## src/rtl/rv_pkg.sv

```systemverilog
// Shared definitions for the fetch stage: datapath defaults, RV32 major opcodes
// and the fetch FSM state encoding.
package rv_pkg;

    localparam int          XLEN_DEF     = 32;
    localparam logic [31:0] RESET_PC_DEF = 32'h0;

    localparam logic [6:0] OP_R      = 7'b0110011;
    localparam logic [6:0] OP_I      = 7'b0010011;
    localparam logic [6:0] OP_LOAD   = 7'b0000011;
    localparam logic [6:0] OP_STORE  = 7'b0100011;
    localparam logic [6:0] OP_BRANCH = 7'b1100011;

    typedef enum logic {
        S_BOOT,
        S_FETCH
    } fetch_state_e;

endpackage

```

## src/rtl/fetch_fifo.sv

```systemverilog
// Synchronous FIFO buffering {pc, instr} pairs between memory and decode.
// Clear wins over push and pop; push into a full FIFO is allowed when a pop frees a slot.
module fetch_fifo #(
    parameter int W     = 64,
    parameter int DEPTH = 2,
    parameter int CW    = $clog2(DEPTH) + 1
) (
    input  logic          clk,
    input  logic          rst,
    input  logic          clear_i,
    input  logic          push_i,
    input  logic [W-1:0]  wdata_i,
    input  logic          pop_i,
    output logic [W-1:0]  rdata_o,
    output logic [CW-1:0] count_o,
    output logic          full_o,
    output logic          empty_o
);

    localparam int AW = $clog2(DEPTH);

    logic [W-1:0]  mem_q [DEPTH];
    logic [AW-1:0] wr_ptr_q, rd_ptr_q;
    logic [CW-1:0] count_q;
    logic          do_push, do_pop;

    assign empty_o = (count_q == '0);
    assign full_o  = (count_q == CW'(DEPTH));
    assign count_o = count_q;
    assign rdata_o = mem_q[rd_ptr_q];

    assign do_pop  = pop_i && !empty_o;
    assign do_push = push_i && (!full_o || do_pop);

    // Pointers wrap naturally because DEPTH is a power of two.
    always_ff @(posedge clk) begin
        if (rst || clear_i) begin
            wr_ptr_q <= '0;
            rd_ptr_q <= '0;
            count_q  <= '0;
        end else begin
            if (do_push) wr_ptr_q <= wr_ptr_q + AW'(1);
            if (do_pop)  rd_ptr_q <= rd_ptr_q + AW'(1);
            if (do_push && !do_pop)      count_q <= count_q + CW'(1);
            else if (!do_push && do_pop) count_q <= count_q - CW'(1);
        end
    end

    always_ff @(posedge clk) begin
        if (do_push && !clear_i) mem_q[wr_ptr_q] <= wdata_i;
    end

endmodule

```

## src/rtl/instr_fetch_stage.sv

```systemverilog
// Instruction fetch stage: PC ownership, credit-limited in-order fetch, response
// buffering and redirect handling with discard of stale in-flight responses.
module instr_fetch_stage
    import rv_pkg::*;
#(
    parameter int              XLEN     = XLEN_DEF,
    parameter logic [XLEN-1:0] RESET_PC = RESET_PC_DEF[XLEN-1:0],
    parameter int              DEPTH    = 2
) (
    input  logic            clk,
    input  logic            rst,
    output logic            imem_req_valid,
    input  logic            imem_req_ready,
    output logic [XLEN-1:0] imem_req_addr,
    input  logic            imem_rsp_valid,
    input  logic [31:0]     imem_rsp_data,
    input  logic            redirect_valid,
    input  logic [XLEN-1:0] redirect_pc,
    output logic            id_valid,
    input  logic            id_ready,
    output logic [XLEN-1:0] id_pc,
    output logic [31:0]     id_instr,
    output logic [6:0]      id_opcode
);

    localparam int              CW      = $clog2(DEPTH) + 1;
    localparam logic [CW-1:0]   ONE_C   = CW'(1);
    localparam logic [XLEN-1:0] PC_STEP = XLEN'(4);

    fetch_state_e    state_q, state_d;
    logic [XLEN-1:0] pc_q, pc_d, rsp_pc_q, rsp_pc_d, redir_pc;
    logic [CW-1:0]   outst_q, outst_d, discard_q, discard_d;
    logic [CW-1:0]   fifo_count;
    logic [CW:0]     credit_used;
    logic            fifo_full, fifo_empty, fifo_pop;
    logic            req_fire, rsp_keep;
    logic [XLEN+31:0] fifo_rdata;

    fetch_fifo #(
        .W     (XLEN + 32),
        .DEPTH (DEPTH),
        .CW    (CW)
    ) u_fifo (
        .clk     (clk),
        .rst     (rst),
        .clear_i (redirect_valid),
        .push_i  (rsp_keep),
        .wdata_i ({rsp_pc_q, imem_rsp_data}),
        .pop_i   (fifo_pop),
        .rdata_o (fifo_rdata),
        .count_o (fifo_count),
        .full_o  (fifo_full),
        .empty_o (fifo_empty)
    );

    always_ff @(posedge clk) begin
        if (rst) begin
            state_q   <= S_BOOT;
            pc_q      <= RESET_PC;
            rsp_pc_q  <= RESET_PC;
            outst_q   <= '0;
            discard_q <= '0;
        end else begin
            state_q   <= state_d;
            pc_q      <= pc_d;
            rsp_pc_q  <= rsp_pc_d;
            outst_q   <= outst_d;
            discard_q <= discard_d;
        end
    end

    always_comb begin
        state_d = state_q;
        case (state_q)
            S_BOOT:  state_d = S_FETCH;
            S_FETCH: state_d = S_FETCH;
        endcase
    end

    // Every buffered or in-flight word holds a FIFO slot, so responses never stall.
    assign credit_used    = {1'b0, outst_q} + {1'b0, fifo_count};
    assign imem_req_valid = (state_q == S_FETCH) && !redirect_valid &&
                            (credit_used < (CW+1)'(DEPTH));
    assign imem_req_addr  = pc_q;
    assign req_fire       = imem_req_valid && imem_req_ready;
    assign rsp_keep       = imem_rsp_valid && (discard_q == '0) && !redirect_valid;
    assign redir_pc       = redirect_pc & ~XLEN'(3);

    assign id_valid  = !fifo_empty;
    assign fifo_pop  = id_valid && id_ready;
    assign id_pc     = id_valid ? fifo_rdata[XLEN+31:32] : '0;
    assign id_instr  = id_valid ? fifo_rdata[31:0] : '0;
    assign id_opcode = id_instr[6:0];

    always_comb begin
        outst_d = outst_q;
        if (req_fire && !imem_rsp_valid)      outst_d = outst_q + ONE_C;
        else if (!req_fire && imem_rsp_valid) outst_d = outst_q - ONE_C;
    end

    // On redirect every in-flight word is stale; discard already counts a subset of
    // outstanding, so the new total is simply what remains in flight.
    always_comb begin
        discard_d = discard_q;
        if (redirect_valid)
            discard_d = imem_rsp_valid ? outst_q - ONE_C : outst_q;
        else if (imem_rsp_valid && discard_q != '0)
            discard_d = discard_q - ONE_C;
    end

    always_comb begin
        pc_d     = pc_q;
        rsp_pc_d = rsp_pc_q;
        if (redirect_valid) begin
            pc_d     = redir_pc;
            rsp_pc_d = redir_pc;
        end else begin
            if (req_fire) pc_d     = pc_q + PC_STEP;
            if (rsp_keep) rsp_pc_d = rsp_pc_q + PC_STEP;
        end
    end

    a_rsp_expected: assert property (@(posedge clk) disable iff (rst)
        imem_rsp_valid |-> (outst_q != '0));
    a_rsp_room: assert property (@(posedge clk) disable iff (rst)
        imem_rsp_valid |-> !fifo_full);

endmodule

```

## config.mk

```make
export PLATFORM = sky130hd
export DESIGN_NAME = instr_fetch_stage
export DESIGN_NICKNAME = d
export VERILOG_FILES = /design/src/rtl/rv_pkg.sv /design/src/rtl/fetch_fifo.sv /design/src/rtl/instr_fetch_stage.sv
export SDC_FILE = /design/constraint.sdc
export NUM_CORES = 1
export LEC_CHECK = 0
export ABC_AREA = 1
export CORE_MARGIN = 4
export CORE_UTILIZATION = 53
export CTS_CLUSTER_DIAMETER = 40
export DETAILED_ROUTE_END_ITERATION = 8
export PLACE_DENSITY = 0.87
export REMOVE_ABC_BUFFERS = 1
export SETUP_SLACK_MARGIN = 0.15
export SYNTH_ARGS = -nofsm -noshare
export SYNTH_HDL_FRONTEND = slang
export SYNTH_SLANG_ARGS = --single-unit
```

## constraint.sdc

```tcl
create_clock -name clk -period 5.5 [get_ports clk]
set_input_delay 0.55 -clock clk [delete_from_list [all_inputs] [get_ports clk]]
set_output_delay 0.55 -clock clk [all_outputs]
set_load 0.05 [all_outputs]
```

==> results of run 1 <==
sequential cells by signal (all words and copies together), names as in the netlist, 2 cells and up, named ones only:
name,cells
discard_q,2
imem_req_addr,30
outst_q,2
rsp_pc_q,30
u_fifo.count_o,2
u_fifo.mem_q,124
metal layers:
layer	global-route usage	up-vias	wire, µm
met1	0.319	3626	9700
met3	0.0516	39	2280
met2	0.380	357	10700
met4	0.0719	0	449
li1	-	3884	-
met5	0	-	0
area by class of cell:
cell class,instances,share of cell area
clock buffer,17,0.0364
timing repair buffer,175,0.148
multi-input combinational,762,0.306
clock inverter,15,0.0152
tap,225,0.0241
sequential,194,0.439
inverter,98,0.0315
final timing paths:
check	depth (start not counted)	slack (ns)	to	start
max reg2reg	11	2.64	imem_req_addr[13]$_SDFFE_PP0P_	u_fifo.count_o[0]$_SDFFE_PP0P_
min	1	0.46	flip-flop	u_fifo.rd_ptr_q$_SDFFE_PP0N_
max	5	1.74	id_instr[0]	flip-flop
min reg2reg	1	0.46	flip-flop	u_fifo.rd_ptr_q$_SDFFE_PP0N_
worst max-delay path, stage by stage, from the launching register on:
cell	delay, ns
dfxtp_2	0.31
buf_4	0.32
inv_2	0.87
nand2_1	0.11
a21oi_1	0.27
clkdlybuf4s50_1	0.86
report_power, final:
part	internal [W]	switching, W	leakage, nW
clock network	0.000654	0.000600	0.297
registers	0.00162	0.0000591	1.73
logic	0.000190	0.000376	2.32
total	0.00246	0.00103	4.34
synthesized netlist by cell type, drive strengths merged:
library cell,count
a21oi,120
a31oi,11
and2,2
buf,23
clkbuf,29
conb,1
dfxtp,70
edfxtp,124
fa,1
ha,5
inv,98
nand2,376
nand3,42
nand3b,7
nand4,7
nor2,101
nor3,5
o211a,1
o211ai,4
o21ai,48
o21bai,1
or2,2
xnor2,3
xor2,22
logic make-up after synthesis:
group / synth area share
compound gates: 0.103
xor+xnor: 0.0236
fa+ha+maj: 0.00889
buf+inv: 0.0679
flops: 0.552
other cells: 0.000404
simple gates: 0.244
metrics by stage:
stage,util,hold slack [ns],std cells
2_1_floorplan,-,0.425,1054
5_1_grt,0.677,0.481,1486
3_3_place_gp,0.642,0.430,1454
4_1_cts,0.677,0.453,1486
6_report,0.677,0.460,1486
3_5_place_dp,0.642,0.441,1454
==> flow_summary.json, run 1 <==
{
  "status": "complete, no violations",
  "tritoncts": "yes",
  "p_total_w": 0.00350,
  "cts_sinks": 194,
  "grt_pass1_vias": 7555,
  "cts_buffers": 17,
  "synth_area_um2": 9290,
  "relSlewSlack": 0.275,
  "start_util": 0.539,
  "postCtsHoldBufs": 0,
  "drive_gt1_frac": 0.0595,
  "vias": 7906,
  "ys_ff_latch": 194,
  "crit_path_start_kind": "flip-flop",
  "cellPowerDensity_nw_per_um2": 299,
  "nets": 1324,
  "clk_path_buf_depth": 2,
  "final_cell_mix": "372 x nand2_1, 167 x clkdlybuf4s50_1, 124 x edfxtp_1",
  "worst_setup_path_end_kind": "output pin",
  "dieArea_um2": 19700,
  "avgSynthCellArea_um2": 8.42,
  "worst_slew_pin_slew_ns": 1.09,
  "finalSetupTns_ns": 0,
  "clock.fmax_ghz": 0.266,
  "cts.clk_slew.worst_paths_ns": 0.07,
  "timing_worst_setup_path_type": "reg2out",
  "io_buffer_count": 168,
  "netlist_top_cells_area": "edfxtp_1 40%, dfxtp_1 15%, nand2_1 15%, a21oi_1 6.5%, inv_1 3.8%",
  "cts-htree-levels": 4,
  "cts_root_buf": "clkbuf_16",
  "syn_inst": 1103,
  "finalHoldViolCount": 0,
  "worst_ep_arrival_time_ns": 3.21,
  "row_count": 48,
  "dp_hpwl_um": 16000,
  "fill_cells": 1346,
  "first_iter_violations": 550,
  "antenna_found_initial": 0,
  "slew_violations": 0,
  "placedInstanceArea_um2": 11100,
  "final_area_um2": 11700,
  "multi_input_area_um2": 3570,
  "track_usage": 0.235,
  "yosysSeqAreaShare": 0.552,
  "worst_slack_ns": 1.74,
  "dieWidth_um": 140,
  "finalSetupViolCount": 0,
  "p_leak_nw": 4.34,
  "dp_slack_ns": 2.14,
  "mostFrequentLayoutCell": "nand2_1",
  "rsz0062_at_grt": "false",
  "yosys.area.top_type_share": 0.401,
  "cap_violations": 0,
  "grt_first_pass_wirelength_um": 37300,
  "synth_warnings": 0,
  "fin_crit_ns": 3.76,
  "clk_latency_ns": 0.44,
  "cts-resized-gates": 0,
  "fin_skew_ns": 0.0131,
  "drc": 0,
  "crit_required_ns": 4.95,
  "via_per_inst": 5.32,
  "drt-total-wl_um": 23100,
  "diodes": 0,
  "core_area_um2": 17200,
  "ios": 175,
  "hp-class": "reg2reg",
  "dieHeight_um": 140,
  "syn_to_final_growth_pct": 25.7,
  "postRouteAntennaNets": 0,
  "area.sequential_um2": 5130,
  "grt_max_degree": 64,
  "yosysTopAreaCell": "edfxtp_1",
  "cts_setup_buffers": 0,
  "min_period_over_period": 0.684,
  "synth_cell_types": 34,
  "cp_max_fo": 63,
  "overflow": 0,
  "wire_per_inst_um": 15.6,
  "peakVddDrop_mv": 0.241,
  "globalplace.congestion": 0.975,
  "dr.pass1.iters": 5
}
No activity file was read; power rests on OpenSTA's default activity.
==> run 2: changes to the inputs <==
==> constraint.sdc (replaced) <==
create_clock -name clk -period 3.89 [get_ports clk]
set_input_delay 0.389 -clock clk [delete_from_list [all_inputs] [get_ports clk]]
set_output_delay 0.389 -clock clk [all_outputs]
set_load 0.05 [all_outputs]
==> run 2 against run 1 <==
Clock-buffer cell count stayed put. First-iteration DRC count up 10%. Combinational power grew 42%. Sequential power rose by 42%. Critical path depth stayed put. Total power up 41%. Register-to-register slack worse by 1.5 ns. Die area unchanged. Critical path type unchanged. Largest power group unchanged.
==> flow_summary.json, run 2 (synthesis results as in run 1) <==
{
  "via_per_inst": 5.42,
  "dieHeight_um": 140,
  "peakVddDrop_mv": 0.359,
  "dp_hpwl_um": 16300,
  "power_switching_w": 0.00142,
  "clk_path_buf_depth": 2,
  "cts.clk_slew.worst_paths_ns": 0.07,
  "cts_root_buf": "clkbuf_16",
  "p_leak_nw": 4.34,
  "syn_to_final_growth_pct": 25.9,
  "pwr-share-comb": 0.163,
  "dieArea_um2": 19700,
  "clk_latency_ns": 0.44,
  "fin_crit_ns": 3.19,
  "nets": 1326,
  "min_period_over_period": 0.820,
  "cellPowerDensity_nw_per_um2": 422,
  "crit_path_max_incr_delay_ns": 0.83,
  "drc": 0,
  "crit_chain": "inv_2 > buf_4 > nand2_1 > a21oi_1 > clkdlybuf4s50_1",
  "grt_max_degree": 63,
  "drive_gt1_frac": 0.0602,
  "tritoncts": "yes",
  "postRouteAntennaNets": 0,
  "worst_slew_pin_slew_ns": 0.910,
  "final_cell_mix": "372 x nand2_1, 167 x clkdlybuf4s50_1, 124 x edfxtp_1",
  "dr.pass1.iters": 8,
  "worst_setup_path_end_kind": "output pin",
  "placedInstanceArea_um2": 11100,
  "cts_setup_buffers": 0,
  "cts_buffers": 17,
  "crit_path_start_kind": "flip-flop",
  "p_seq_frac": 0.480,
  "largest_register": "u_fifo.mem_q",
  "swShare": 0.287,
  "ios": 175,
  "crit_required_ns": 3.50,
  "dieWidth_um": 140,
  "slew_violations": 0,
  "vias": 8063,
  "postCtsHoldBufs": 0,
  "dp_slack_ns": 1.03,
  "start_util": 0.539,
  "cap_violations": 0,
  "grt_pass1_vias": 7704,
  "cts_sinks": 194,
  "largest_reg_flops": 124,
  "overflow": 0,
  "cp_max_fo": 49,
  "rsz0062_at_grt": "false",
  "worst_ep_arrival_time_ns": 2.80,
  "slowest_stage": "clkdlybuf4s50_1",
  "holdWs_ns": 0.345,
  "clock.fmax_ghz": 0.314,
  "p_total_w": 0.00494,
  "worst_slack_ns": 0.701,
  "first_iter_violations": 606,
  "antenna_found_initial": 0,
  "path_buf_inv": 3,
  "relSlewSlack": 0.394,
  "fin_skew_ns": 0.0129,
  "track_usage": 0.235,
  "drt-total-wl_um": 23500,
  "grt_first_pass_wirelength_um": 37400,
  "wire_per_inst_um": 15.8,
  "cts-resized-gates": 0,
  "fin_util": 0.679,
  "diodes": 0,
  "finalHoldViolCount": 0,
  "finalSetupViolCount": 0,
  "core_area_um2": 17200,
  "io_buffer_count": 168,
  "internal-power_w": 0.00352,
  "globalplace.congestion": 0.950,
  "crit_family": "buffers and inverters",
  "power.share.clock": 0.357,
  "timing_worst_setup_path_type": "reg2out",
  "status": "complete, no violations",
  "mostFrequentLayoutCell": "nand2_1",
  "final_area_um2": 11700,
  "row_count": 48,
  "cts-htree-levels": 4,
  "hp-class": "in2reg"
}
## run 2: cell count changes in the layout (fill, tap and decap cells not counted)
cell        change
buf_12          +1
inv_8           -2
inv_6           -2
clkinvlp_4      +4
buf_4           +1
clkinv_8        -1
clkinv_4        -1
bufinv_16       +1
## run 2: final cells by class
| class | instances | area (µm²) |
|---|---|---|
| Sequential cell | 194 | 5130 |
| Multi-Input combinational cell | 762 | 3570 |
| Tap cell | 225 | 282 |
| Timing Repair Buffer | 177 | 1760 |
| Inverter | 98 | 368 |
| Clock buffer | 17 | 425 |
| Clock inverter | 14 | 173 |
| Fill cell | 1372 | 5540 |
## run 2: power by group through the flow
| stage | sequential (W) | clock [W] | combinational, W |
|---|---|---|---|
| 6_report | 0.00237 | 0.00176 | 0.000804 |
| 3_3_place_gp | 0.00241 | 0 | 0.000785 |
| 2_1_floorplan | 0.00246 | 0 | 0.000422 |
| 4_1_cts | 0.00237 | 0.00178 | 0.000805 |
| 5_1_grt | 0.00238 | 0.00187 | 0.000861 |
| 3_5_place_dp | 0.00241 | 0 | 0.000801 |
## run 2: worst register-to-register path: stages, from the launching register on
cell	delay, ns
dfxtp_1	0.45
nand2_1	0.08
inv_1	0.07
fa_1	0.44
nor2_4	0.12
nand3_4	0.10
o21ai_2	0.72
inv_2	0.33
nand2_1	0.14
nand2_1	0.06
a21oi_1	0.12
nor2_1	0.05
## run 2: per-stage QoR
step	instances	TNS [ns]
after floorplan	1054	-90.13
after global placement	1456	0
after detailed placement	1456	0
after CTS	1487	0
after global routing	1487	0
final	1487	0
## run 2: path summary, 6_finish.rpt
kind | slack (ns) | startpoint | cells past startpoint | endpoint
hold reg to reg | 0.45 | u_fifo.rd_ptr_q$_SDFFE_PP0N_ | 1 | flip-flop
setup reg to reg | 1.11 | u_fifo.count_o[0]$_SDFFE_PP0P_ | 11 | imem_req_addr[14]$_SDFFE_PP0P_
hold / removal | 0.35 | rst | 2 | rsp_pc_q[13]$_SDFFE_PP0P_
setup / recovery | 0.70 | flip-flop | 5 | id_instr[17]
## run 2: layer usage
layer / part of all wire / routed length (µm) / GRT usage
met2: 0.47 / 11100 / 0.386
met1: 0.41 / 9670 / 0.317
met5: 0 / 0 / 0
met4: 0.024 / 553 / 0.0750
met3: 0.093 / 2190 / 0.0447
==> run 3: changes to the inputs <==
==> constraint.sdc (replaced) <==
create_clock -name clk -period 3.1 [get_ports clk]
set_input_delay 0.31 -clock clk [delete_from_list [all_inputs] [get_ports clk]]
set_output_delay 0.31 -clock clk [all_outputs]
set_load 0.05 [all_outputs]
==> run 3 against run 2 <==
Critical path depth fell by 2. Clock skew fell by 0.0060 ns. Non-clock buffer count rose by 4. Sequential share of layout area barely moved. Combinational power rose by 27%. Largest power group unchanged.
==> flow_summary.json, run 3 (synthesis results as in run 1) <==
{
  "status": "complete, no violations",
  "grt_max_degree": 63,
  "hold_start": "rst",
  "cts_buffers": 17,
  "internal-power_w": 0.00449,
  "crit_path_max_incr_delay_ns": 0.83,
  "core_area_um2": 17200,
  "grt_pass1_vias": 7784,
  "cts-htree-levels": 4,
  "worst_slew_pin_slew_ns": 0.988,
  "timing_worst_setup_path_type": "reg2out",
  "worst_ep_arrival_time_ns": 2.55,
  "drc": 0,
  "finalHoldViolCount": 0,
  "cp.depth": 3,
  "fin_cells": 1493,
  "worstReg2RegEnd": "imem_req_addr[14]$_SDFFE_PP0P_",
  "multi_input_area_um2": 3570,
  "crit_family": "simple AND/OR/NAND/NOR gates",
  "slowest_stage": "nor2_2",
  "dp_cells": 1460,
  "path_buf_inv": 1,
  "dieHeight_um": 140,
  "syn_to_final_growth_pct": 26.0,
  "crit_path_start_kind": "flip-flop",
  "timing.rr.start": "u_fifo.count_o[0]$_SDFFE_PP0P_",
  "reg2reg_depth": 12,
  "tritoncts": "yes",
  "row_count": 48,
  "largest_reg_flops": 124,
  "vias": 8040,
  "track_usage": 0.238,
  "relSlewSlack": 0.340,
  "clk_latency_ns": 0.43,
  "dieArea_um2": 19700,
  "via_per_inst": 5.39,
  "fin_util": 0.679,
  "first_iter_violations": 642,
  "dp_hpwl_um": 16300,
  "cts-resized-gates": 0,
  "cts_sinks": 194,
  "nets": 1331,
  "worst_setup_path_end_kind": "output pin",
  "diodes": 0,
  "crit_required_ns": 2.79,
  "p_leak_nw": 4.45,
  "power_switching_w": 0.00174,
  "cp_max_fo": 18,
  "dr.pass1.iters": 5,
  "peakVddDrop_mv": 0.463,
  "grt_first_pass_wirelength_um": 37700,
  "area.sequential_um2": 5130,
  "cts_root_buf": "clkbuf_16",
  "worst_slack_ns": 0.239,
  "fin_crit_ns": 2.86,
  "worstSetupStartpoint": "u_fifo.count_o[0]$_SDFFE_PP0P_",
  "endpoint": "id_instr[31]",
  "clock.fmax_ghz": 0.349,
  "postRouteAntennaNets": 0,
  "r2r_setup_slack_ns": 0.69,
  "postCtsHoldBufs": 0,
  "clk_path_buf_depth": 2,
  "wire_per_inst_um": 15.9,
  "whs_path_depth": 2,
  "p_seq_frac": 0.477,
  "globalplace.congestion": 0.962,
  "slew_violations": 0,
  "crit_chain": "nor2_2 > a21oi_1 > clkdlybuf4s50_1",
  "cellPowerDensity_nw_per_um2": 533,
  "fill_cells": 1347,
  "pwr-share-comb": 0.163,
  "power.share.clock": 0.360,
  "hp-class": "in2reg",
  "io_buffer_count": 168,
  "antenna_found_initial": 0,
  "dp_slack_ns": 0.609,
  "ios": 175,
  "overflow": 0,
  "largest_register": "u_fifo.mem_q",
  "cts_setup_buffers": 0,
  "drive_gt1_frac": 0.0891,
  "drt-total-wl_um": 23700,
  "dieWidth_um": 140,
  "cts.clk_slew.worst_paths_ns": 0.07,
  "rsz0062_at_grt": "true",
  "start_util": 0.539,
  "fin_skew_ns": 0.00690,
  "cap_violations": 0,
  "mostFrequentLayoutCell": "nand2_1",
  "min_period_over_period": 0.923,
  "finalSetupViolCount": 0,
  "swShare": 0.280,
  "final_cell_mix": "372 x nand2_1, 135 x clkdlybuf4s50_1, 124 x edfxtp_1"
}
## run 3: worst min path at each step
stage	endpoint	slack (ns)
global placement	u_fifo.rd_ptr_q$_SDFFE_PP0N_	0.44
finish	imem_req_addr[10]$_SDFFE_PP0P_	0.31
detailed placement	u_fifo.rd_ptr_q$_SDFFE_PP0N_	0.44
floorplan	imem_req_addr[12]$_SDFFE_PP0P_	0.38
CTS	imem_req_addr[10]$_SDFFE_PP0P_	0.28
global route	imem_req_addr[13]$_SDFFE_PP0P_	0.31
## run 3: stage by stage
step / area, µm² / hold WS, ns / power, W / TNS [ns]
floorplan: 9040 / 0.379 / 0.00362 / -217.37
global placement: 11100 / 0.437 / 0.00401 / 0
detailed placement: 11100 / 0.444 / 0.00403 / 0
CTS: 11700 / 0.285 / 0.00624 / 0
global route: 11700 / 0.309 / 0.00647 / 0
finish: 11700 / 0.312 / 0.00623 / 0
## run 3: final cells by class
class                           instances  share of cell area
Clock buffer                           18              0.0367
Clock inverter                         14              0.0152
Inverter                               98              0.0314
Multi-Input combinational cell        763               0.305
Sequential cell                       194               0.438
Tap cell                              225              0.0241
Timing Repair Buffer                  181               0.149
## run 3: layer usage
| metal | GRT usage | share of wire | vias up |
|---|---|---|---|
| met4 | 0.108 | 0.031 | 0 |
| met2 | 0.385 | 0.47 | 403 |
| met1 | 0.312 | 0.40 | 3682 |
| met3 | 0.0457 | 0.097 | 56 |
| li1 | - | - | 3899 |
| met5 | 0 | 0 | - |
## run 3: power by group through the flow
stage	sequential [W]	clock (W)	combinational (W)
2_1_floorplan	0.00309	0	0.000529
3_3_place_gp	0.00302	0	0.000988
3_5_place_dp	0.00302	0	0.00101
4_1_cts	0.00297	0.00226	0.00101
5_1_grt	0.00299	0.00239	0.00109
6_report	0.00297	0.00224	0.00102
## run 3: worst reg2reg max path, delay by kind of cell (launching register included)
| family | cells | cell delay (ns) |
|---|---|---|
| adders and majority gates | 1 | 0.44 |
| buffers and inverters | 3 | 0.51 |
| DFF | 1 | 0.58 |
| AOI/OAI and AO/OA | 2 | 0.22 |
| and+or+nand+nor | 6 | 0.52 |
==> RTL edit: new RTL, settings of run 1 <==
`DEPTH` is set to 2 in 2 places; all go to 4.
--- a/src/rtl/fetch_fifo.sv
+++ b/src/rtl/fetch_fifo.sv
@@ -3,5 +3,5 @@
 module fetch_fifo #(
     parameter int W     = 64,
-    parameter int DEPTH = 2,
+    parameter int DEPTH = 4,
     parameter int CW    = $clog2(DEPTH) + 1
 ) (
--- a/src/rtl/instr_fetch_stage.sv
+++ b/src/rtl/instr_fetch_stage.sv
@@ -6,5 +6,5 @@
     parameter int              XLEN     = XLEN_DEF,
     parameter logic [XLEN-1:0] RESET_PC = RESET_PC_DEF[XLEN-1:0],
-    parameter int              DEPTH    = 2
+    parameter int              DEPTH    = 4
 ) (
     input  logic            clk,
Formal check against the unedited RTL: not equivalent (Yosys sat finds a counterexample within 4 cycles, from zero or initial values and one cycle with rst high).
==> RTL edit against run 1 <==
  * Sequential cell count rose by 130
  * Combinational power rose by 41%
  * Critical endpoint unchanged
  * Largest power group unchanged
  * Final area rose by 53%
  * Sequential share of layout area rose by 6.3 points
  * Routed wire length rose by 57%
  * Setup slack got worse by 0.36 ns
  * Power rose by 71%
  * Synthesized area rose by 59%
==> RTL edit: results (changes against run 1) <==
[grt]
grt_max_degree=69  ; +7.8%
grt_pass1_vias=11371  ; +51%

[pwr]
ir_drop_mv=0.195  ; -19%

[critical_path]
worstReg2RegStart=discard_q[0]$_SDFFE_PP0P_
arrival_ns=3.58  ; +0.37 ns
rr_endpoint=u_fifo.mem_q[0][52]$_DFFE_PP_
rr_worst_depth=7  ; -4
path_max_fanout=34  ; -46%
r2r_slack_ns=2.63  ; about the same

[cts]
cts_max_path_buffers=3  ; +1
clk_latency_ns=0.51  ; +0.07 ns
cts_buffers=37  ; +20

[placed_design]
dp_cells=2063  ; +42%
hpwl_um=23200  ; +45%

[routing]
drt_iter0_drc=1256  ; +130%
wirelength_um=36300  ; +57%
via_per_inst=5.49  ; +3.2%

[cells_and_area]
fin_nets=1815  ; +37%
layout.cells.non_filler=2129  ; +43%
drive_above_1_share=0.0575  ; -0.00199
largest_reg_flops=248  ; +100%

[logic_synthesis]
avgSynthCellArea_um2=9.29  ; +10%
synthTopCellsByCount=nor2_1 (344), nand2_1 (258), edfxtp_1 (248)
synth_cell_type_count=40  ; +18%
synth-edff-count=248  ; +100%

[sta]
tightest_slew_ns=0.960  ; -0.127 ns
clock_skew_ns=0.00926  ; -0.00389 ns
setup_slack_ns=1.37  ; -0.364 ns

[outcome]
run_status=finished clean

[RTL edit: worst max-delay path, stage by stage (launching register included)]
cell and delay [ns]:
dfxtp_2 0.79, inv_2 0.47, buf_4 0.39, nor2_1 0.14
o21ai_0 0.11, a21oi_1 0.25, clkdlybuf4s50_1 0.86
[RTL edit: worst min path at each step]
stage | startpoint | end | slack (ns) | cells after the start
floorplan | u_fifo.rd_ptr_q[1]$_SDFFE_PP0N_ | flip-flop | 0.44 | 2
global placement | u_fifo.rd_ptr_q[1]$_SDFFE_PP0N_ | flip-flop | 0.45 | 2
detailed placement | u_fifo.rd_ptr_q[0]$_SDFFE_PP0N_ | u_fifo.rd_ptr_q[0]$_SDFFE_PP0N_ | 0.47 | 1
CTS | u_fifo.rd_ptr_q[0]$_SDFFE_PP0N_ | u_fifo.rd_ptr_q[0]$_SDFFE_PP0N_ | 0.48 | 1
finish | u_fifo.rd_ptr_q[1]$_SDFFE_PP0N_ | flip-flop | 0.48 | 2
global route | discard_q[0]$_SDFFE_PP0P_ | discard_q[0]$_SDFFE_PP0P_ | 0.52 | 2
[RTL edit: cell type report]
cell class	count	area, um^2
clock buffers	44	972
clock inverters	22	233
fillers	2044	9310
inverters	125	475
multi-input cells	1060	4930
flip-flops and latches	324	8970
well taps	372	465
repair buffers	182	1810
[RTL edit: per-layer routing]
metal  track usage  vias to the layer above  wire length [um]
met5             0                        -                 0
met4        0.0720                        0               906
met3        0.0418                       74              3360
met2         0.393                      543             17100
met1         0.307                     5486             15000
li1              -                     5586                 -
[RTL edit: cells by family after synthesis]
| logic type | count (synthesis) | share of synthesized area |
|---|---|---|
| xor gates and xnor gates | 23 | 0.0137 |
| adders and majority gates | 15 | 0.0132 |
| and+or+nand+nor | 707 | 0.197 |
| buffers and inverters | 206 | 0.0595 |
| AOI/OAI and AO/OA | 311 | 0.108 |
| DFF | 324 | 0.608 |
| other | 1 | 0.000254 |
[RTL edit: power by group]
| group | internal, mW | leakage [nW] | switching, mW | total [mW] |
|---|---|---|---|---|
| Clock | 1.46 | 0.584 | 0.947 | 2.41 |
| Combinational | 0.252 | 2.98 | 0.545 | 0.797 |
| Sequential | 2.71 | 2.88 | 0.0769 | 2.79 |
[RTL edit: metrics by stage]
stage	area [um^2]	hold slack, ns
floorplan	14300	0.436
global placement	16700	0.450
detailed placement	16700	0.466
CTS	17900	0.477
global route	17900	0.516
finish	17900	0.479
